File: src/rtl/pipeline_pkg.sv
// Shared definitions for the pipeline hazard/stall controller.
//   - FSM state encoding (legacy 2-bit constants)
//   - default register-address width
//   - pipe_ctrl_t: one bundle of PC / latch controls, plus the canned
//     control words the controller drives in each situation
//   - BUBBLE_CTRL: control-field value a flushed pipeline latch loads
package pipeline_pkg;

  localparam int PKG_REG_W = 5;

  localparam logic [1:0] ST_RUN      = 2'd0;
  localparam logic [1:0] ST_MEM_WAIT = 2'd1;
  localparam logic [1:0] ST_HALT     = 2'd2;

  typedef struct packed {
    logic pc_write;
    logic pc_src;
    logic if_id_en;
    logic id_ex_en;
    logic ex_m_en;
    logic m_wb_en;
    logic if_id_flush;
    logic id_ex_flush;
    logic ex_m_flush;
    logic m_wb_flush;
  } pipe_ctrl_t;

  // Normal free-running pipeline.
  localparam pipe_ctrl_t CTRL_RUN = '{
    pc_write: 1'b1, pc_src: 1'b0,
    if_id_en: 1'b1, id_ex_en: 1'b1, ex_m_en: 1'b1, m_wb_en: 1'b1,
    if_id_flush: 1'b0, id_ex_flush: 1'b0, ex_m_flush: 1'b0, m_wb_flush: 1'b0};

  // Driven while in (or just out of) reset: nothing loads, every latch clears.
  localparam pipe_ctrl_t CTRL_RESET = '{
    pc_write: 1'b0, pc_src: 1'b0,
    if_id_en: 1'b0, id_ex_en: 1'b0, ex_m_en: 1'b0, m_wb_en: 1'b0,
    if_id_flush: 1'b1, id_ex_flush: 1'b1, ex_m_flush: 1'b1, m_wb_flush: 1'b1};

  // Memory stall: freeze front of pipe, push a bubble into WB.
  localparam pipe_ctrl_t CTRL_MEMWAIT = '{
    pc_write: 1'b0, pc_src: 1'b0,
    if_id_en: 1'b0, id_ex_en: 1'b0, ex_m_en: 1'b0, m_wb_en: 1'b1,
    if_id_flush: 1'b0, id_ex_flush: 1'b0, ex_m_flush: 1'b0, m_wb_flush: 1'b1};

  // Dead pipeline: everything frozen, nothing cleared.
  localparam pipe_ctrl_t CTRL_HALT = '0;

  // A flushed latch holds all-zero control fields (a no-op bubble).
  localparam logic [15:0] BUBBLE_CTRL = '0;

endpackage

File: src/rtl/hazard_detect.sv
// Load-use hazard compare for the decode stage.
//   in : if_id_rs/rt, if_id_uses_rt  - decode instruction sources
//        id_ex_mem_read, id_ex_rt    - load in EX and its destination
//   out: load_use                    - decode must wait one cycle
module hazard_detect
  import pipeline_pkg::*;
#(
  parameter int REG_W = PKG_REG_W
) (
  input  logic [REG_W-1:0] if_id_rs,
  input  logic [REG_W-1:0] if_id_rt,
  input  logic             if_id_uses_rt,
  input  logic             id_ex_mem_read,
  input  logic [REG_W-1:0] id_ex_rt,
  output logic             load_use
);

  // r0 is hardwired zero, so a load "to r0" never produces a dependency.
  assign load_use = id_ex_mem_read && (id_ex_rt != '0) &&
                    ((id_ex_rt == if_id_rs) ||
                     (if_id_uses_rt && (id_ex_rt == if_id_rt)));

endmodule

File: src/rtl/pipeline_ctrl.sv
// Hazard and stall controller for the five-stage pipeline.
//   in : clk, rst_n (async, active low)
//        decode sources, EX load info, EX/M branch/mem flags, dmem_ready
//   out: pc_write, pc_src, per-latch en/flush, halted, stall_count
// Controls are Mealy outputs of the FSM (RUN / MEM_WAIT / HALT).
// Priority: memory wait > taken branch > load-use.
module pipeline_ctrl
  import pipeline_pkg::*;
#(
  parameter int REG_W       = PKG_REG_W,
  parameter int MEM_TIMEOUT = 64,
  parameter int CNT_W       = 16
) (
  input  logic             clk,
  input  logic             rst_n,
  input  logic [REG_W-1:0] if_id_rs,
  input  logic [REG_W-1:0] if_id_rt,
  input  logic             if_id_uses_rt,
  input  logic             id_ex_mem_read,
  input  logic [REG_W-1:0] id_ex_rt,
  input  logic             m_branch,
  input  logic             m_zero,
  input  logic             m_mem_read,
  input  logic             m_mem_write,
  input  logic             dmem_ready,
  output logic             pc_write,
  output logic             pc_src,
  output logic             if_id_en,
  output logic             id_ex_en,
  output logic             ex_m_en,
  output logic             m_wb_en,
  output logic             if_id_flush,
  output logic             id_ex_flush,
  output logic             ex_m_flush,
  output logic             m_wb_flush,
  output logic             halted,
  output logic [CNT_W-1:0] stall_count
);

  localparam int WCNT_W = (MEM_TIMEOUT > 2) ? $clog2(MEM_TIMEOUT) : 1;
  localparam logic [WCNT_W-1:0] WCNT_LAST = WCNT_W'(MEM_TIMEOUT - 1);

  logic [1:0]        state_q, state_d;
  logic [WCNT_W-1:0] wait_cnt_q, wait_cnt_d;
  logic [CNT_W-1:0]  stall_count_q, stall_count_d;
  logic              halted_q, halted_d;
  // Low from reset until the first rising edge after release, so the reset
  // control word persists until that edge and the FSM starts on it.
  logic              live_q, live_d;

  logic       load_use;
  logic       mem_acc;
  logic       taken;
  pipe_ctrl_t ctrl;

  hazard_detect #(.REG_W(REG_W)) u_hazard (
    .if_id_rs       (if_id_rs),
    .if_id_rt       (if_id_rt),
    .if_id_uses_rt  (if_id_uses_rt),
    .id_ex_mem_read (id_ex_mem_read),
    .id_ex_rt       (id_ex_rt),
    .load_use       (load_use)
  );

  assign mem_acc = m_mem_read | m_mem_write;
  assign taken   = m_branch & m_zero;

  always_comb begin
    ctrl          = CTRL_RUN;
    state_d       = state_q;
    wait_cnt_d    = wait_cnt_q;
    halted_d      = halted_q;
    stall_count_d = stall_count_q;
    live_d        = 1'b1;

    if (!live_q) begin
      ctrl = CTRL_RESET;
    end else begin
      case (state_q)
        ST_RUN: begin
          if (mem_acc && !dmem_ready) begin
            ctrl       = CTRL_MEMWAIT;
            state_d    = ST_MEM_WAIT;
            wait_cnt_d = '0;
          end else if (taken) begin
            // Squash the three younger instructions, including any
            // load-use victim in decode, so no stall is needed.
            ctrl.pc_src      = 1'b1;
            ctrl.if_id_flush = 1'b1;
            ctrl.id_ex_flush = 1'b1;
            ctrl.ex_m_flush  = 1'b1;
          end else if (load_use) begin
            // One bubble: next cycle EX holds the bubble, so no repeat.
            ctrl.pc_write    = 1'b0;
            ctrl.if_id_en    = 1'b0;
            ctrl.id_ex_flush = 1'b1;
          end
        end
        ST_MEM_WAIT: begin
          if (!dmem_ready) begin
            ctrl       = CTRL_MEMWAIT;
            wait_cnt_d = wait_cnt_q + 1'b1;
            if (wait_cnt_q == WCNT_LAST) begin
              state_d  = ST_HALT;
              halted_d = 1'b1;
            end
          end else begin
            // Access completes: plain RUN controls this cycle.
            state_d = ST_RUN;
          end
        end
        ST_HALT: ctrl = CTRL_HALT;
        default: begin
          ctrl    = CTRL_HALT;
          state_d = ST_RUN;
        end
      endcase

      if ((state_q != ST_HALT) && !ctrl.pc_write && (stall_count_q != '1))
        stall_count_d = stall_count_q + 1'b1;
    end
  end

  always_ff @(posedge clk or negedge rst_n) begin
    if (!rst_n) begin
      state_q       <= ST_RUN;
      wait_cnt_q    <= '0;
      stall_count_q <= '0;
      halted_q      <= 1'b0;
      live_q        <= 1'b0;
    end else begin
      state_q       <= state_d;
      wait_cnt_q    <= wait_cnt_d;
      stall_count_q <= stall_count_d;
      halted_q      <= halted_d;
      live_q        <= live_d;
    end
  end

  assign pc_write    = ctrl.pc_write;
  assign pc_src      = ctrl.pc_src;
  assign if_id_en    = ctrl.if_id_en;
  assign id_ex_en    = ctrl.id_ex_en;
  assign ex_m_en     = ctrl.ex_m_en;
  assign m_wb_en     = ctrl.m_wb_en;
  assign if_id_flush = ctrl.if_id_flush;
  assign id_ex_flush = ctrl.id_ex_flush;
  assign ex_m_flush  = ctrl.ex_m_flush;
  assign m_wb_flush  = ctrl.m_wb_flush;
  assign halted      = halted_q;
  assign stall_count = stall_count_q;

endmodule

File: config.mk
export PLATFORM = sky130hd
export DESIGN_NAME = pipeline_ctrl
export DESIGN_NICKNAME = d
export VERILOG_FILES = /design/src/rtl/pipeline_pkg.sv /design/src/rtl/hazard_detect.sv /design/src/rtl/pipeline_ctrl.sv
export SDC_FILE = /design/constraint.sdc
export NUM_CORES = 1
export LEC_CHECK = 0
export BUFFER_PORTS_ARGS = -buffer_cell sky130_fd_sc_hd__buf_2
export CELL_PAD_IN_SITES_DETAIL_PLACEMENT = 1
export CELL_PAD_IN_SITES_GLOBAL_PLACEMENT = 1
export CORE_MARGIN = 2
export CORE_UTILIZATION = 40
export DETAILED_ROUTE_END_ITERATION = 8
export GPL_TIMING_DRIVEN = 0
export HOLD_SLACK_MARGIN = 0.05
export PLACE_DENSITY = 0.94
export SYNTH_ARGS = -nofsm -noshare
export SYNTH_HDL_FRONTEND = slang
export SYNTH_HIERARCHICAL = 1
export SYNTH_SLANG_ARGS = --single-unit
File: constraint.sdc
create_clock -name clk -period 5.4 [get_ports clk]
set_input_delay 0.27 -clock clk [delete_from_list [all_inputs] [get_ports clk]]
set_output_delay 0.27 -clock clk [all_outputs]
set_load 0.03 [all_outputs]
==> metrics.txt <==
Tot GR Track Use 0.192; TritonCTS clock tree yes; Sw Share 0.391; Crit Path Max Fanout 3; Leakage 0.000956 uW; Critical R2R Launch stall_count[0]; Synth Area per Inst 9.82 um2; Final ANT Viol Nets 0; met3 WL 79 um; Max-slew headroom 0.556; Worst Tran Pin Value 0.662 ns; NumNets Final 239; clk root buf clkbuf_8; fin crit period 2.29 ns; Vias/cell 5.10; max-cap check violation count 0; WP data arrival 2.02 ns; hold path start dmem_ready; total internal power 378 uW; met2 WL post-DR 2110 um; Synth warnings 6; TritonCTS Buffers 3; Core Box Area 0.00369 mm2; period utilization 0.425; number of global-route vias before repair 1355; Worst Skew 0.00590 ns; Hold Path Class in2reg; Net Switching 243 uW; CP Data Required Time 5.13 ns; initial drt markers 71; startpoint types input pin; placed insts 255; Max VDD drop 0.265 mV; pwr/cell area 323 mW/mm2; Seq/Total Area, Yosys 0.419; RSZ-0062 raised after global routing no; Reg power frac 0.447; Top Metal Used met4; chip width 66.3 um; Critical Path Source id_ex_rt[1]; maximum clock frequency 436 MHz; post-synth cell types 39; Non-Filler Instances 260; Setup TNS Final 0 ns; final hold viol count 0; initial antenna violation count 0; Fillers 448; final setup violation count 0; Worst Setup Path Type in2out; wire length per cell 15.1 um; CTS max path bufs 2; Comb power frac 0.352; drt first pass iters 4; synthesized flop and latch total 26; final-report max-slew violation count 0; Mapped Area 0.00155 mm2; Clock transition at path regs 0.08 ns; Layout area overhead 23.9%; DRC 0; wire length on met1 1710 um; cells after synthesis 158; Post-DP Area 0.00186 mm2; status completed; WL final 3910 um; area of the die 0.00439 mm2; Clk Latency, worst-skew pair 0.27 ns; GRT Residual Overflow 0; Final Core Density 0.521; RD Place Congestion 0.776; antenna fix cells 0; via count 1327; DP Wirelength 2830 um; share of layout cells above drive strength 1 0.325; Final WS setup 3.11 ns; Clock Power Share 0.201; fin area 0.00192 mm2; endpoint class of the critical path output port; I/O Buffers 49; IO Count 51; Post-Syn Nets 184; Sink Count 26; Place WS 3.03 ns; H-Tree Depth 1; register area 651 um2; initial core utilization 0.421; die height 66.3 um; row count 22; multi-input gate area in the final layout 828 um2; first-pass GRT wire length 6420 um; largest net degree at the start of global routing 27
worst paths after layout:
path / end / slack (ns) / cells past startpoint
hold reg to reg: halted / 0.47 / 1
hold / removal: wait_cnt_q[0] / 0.43 / 4
min in group asynchronous: state_q[1] / 0.53 / 2
setup / recovery: pc_write / 3.11 / 8
max in group asynchronous: stall_count[11] / 4.49 / 2
setup reg to reg: stall_count[15] / 3.40 / 7
registers in the layout (all words and copies together), names as in the netlist:
register,cells
wait_cnt_q,6
state_q,2
stall_count,16
live_q,1
halted,1
synth_stat cells (all sizes together):
| library cell | instances | share of area |
|---|---|---|
| mux2i | 1 | 0.0065 |
| a311oi | 1 | 0.017 |
| buf | 6 | 0.028 |
| nand2b | 3 | 0.012 |
| a31oi | 2 | 0.0081 |
| nand4 | 9 | 0.036 |
| xor2 | 18 | 0.10 |
| and3 | 7 | 0.028 |
| ha | 2 | 0.016 |
| xnor2 | 9 | 0.051 |
| or4 | 1 | 0.0048 |
| and4 | 2 | 0.011 |
| a41oi | 1 | 0.0056 |
| clkbuf | 2 | 0.0065 |
| nand3 | 8 | 0.026 |
| a21o | 2 | 0.0097 |
| conb | 1 | 0.0024 |
| nor2 | 11 | 0.027 |
| nor3 | 9 | 0.032 |
| or2 | 1 | 0.0040 |
| nand2 | 13 | 0.031 |
| dfrtp | 26 | 0.42 |
| or3 | 1 | 0.0040 |
| nor2b | 1 | 0.0089 |
| mux2 | 1 | 0.0097 |
| nor4 | 2 | 0.012 |
| a21oi | 4 | 0.020 |
| o21ai | 4 | 0.013 |
| and2 | 2 | 0.0097 |
| nor4bb | 1 | 0.016 |
| inv | 5 | 0.012 |
| o31ai | 2 | 0.0097 |
cell families after synthesis:
kind of cell	count (synthesis)	synth area share
compound gates	16	0.0831
xor+xnor	27	0.152
fa+ha+maj	2	0.0161
buf+inv	13	0.0468
flops	26	0.419
mux	2	0.0161
other cells	1	0.00242
simple gates	71	0.264
worst max-delay path: stages:
cell	delay (ns)
buf_2	0.12
or4_1	0.52
o21ai_1	0.13
a21oi_1	0.09
a311oi_4	0.36
and3_1	0.23
buf_4	0.11
buf_2	0.18
placed cells by master, fill, tap and decap left out, drive strengths merged:
master,synthesis,layout
or2,1,1
dfrtp,26,26
mux2i,1,1
a311oi,1,1
nand2b,3,3
xnor2,9,9
nand4,9,9
or4,1,1
and4,2,2
nor3,9,9
nand3,8,8
buf,6,55
mux2,1,1
a21o,2,2
ha,2,2
or3,1,1
o31ai,2,2
nor4,2,2
dlygate4sd3,0,1
a41oi,1,1
o21ai,4,4
a21oi,4,4
xor2,18,18
and2,2,2
inv,5,5
a31oi,2,2
and3,7,7
nor2,11,11
clkbuf,2,6
nor4bb,1,1
nor2b,1,1
nand2,13,13
conb,1,1
stage by stage:
step / hold slack (ns) / total power [uW]
global placement: 0.298 / 484
detailed placement: 0.307 / 493
finish: 0.430 / 621
global route: 0.447 / 657
CTS: 0.427 / 627
floorplan: -0.0256 / 421
routing by layer:
metal	vias to the layer above	GRT usage
li1	657	-
met1	649	0.231
met2	18	0.350
met3	3	0.0307
met4	0	0.0510
met5	-	0
repair_timing:
action	in CTS	in global routing
resized for setup	0	0
hold buffers	1	0
endpoints found under the hold margin	26	0
buffers inserted	0	0
setup endpoints to repair	0	0
power by group through the flow:
stage	clock network [uW]	registers (uW)	logic, uW
after detailed placement	0	278	215
final	125	278	219
after floorplan	0	317	104
after global placement	0	275	209
after CTS	129	277	221
after global routing	135	285	237
cell type report:
cell class	count	share of cell area
sequential	26	0.339
buffer	8	0.0280
timing repair buffer	50	0.133
inverter	5	0.00977
clock buffer	4	0.0286
multi-input combinational	119	0.431
tap	48	0.0313
(Power assumes the default switching activity.)
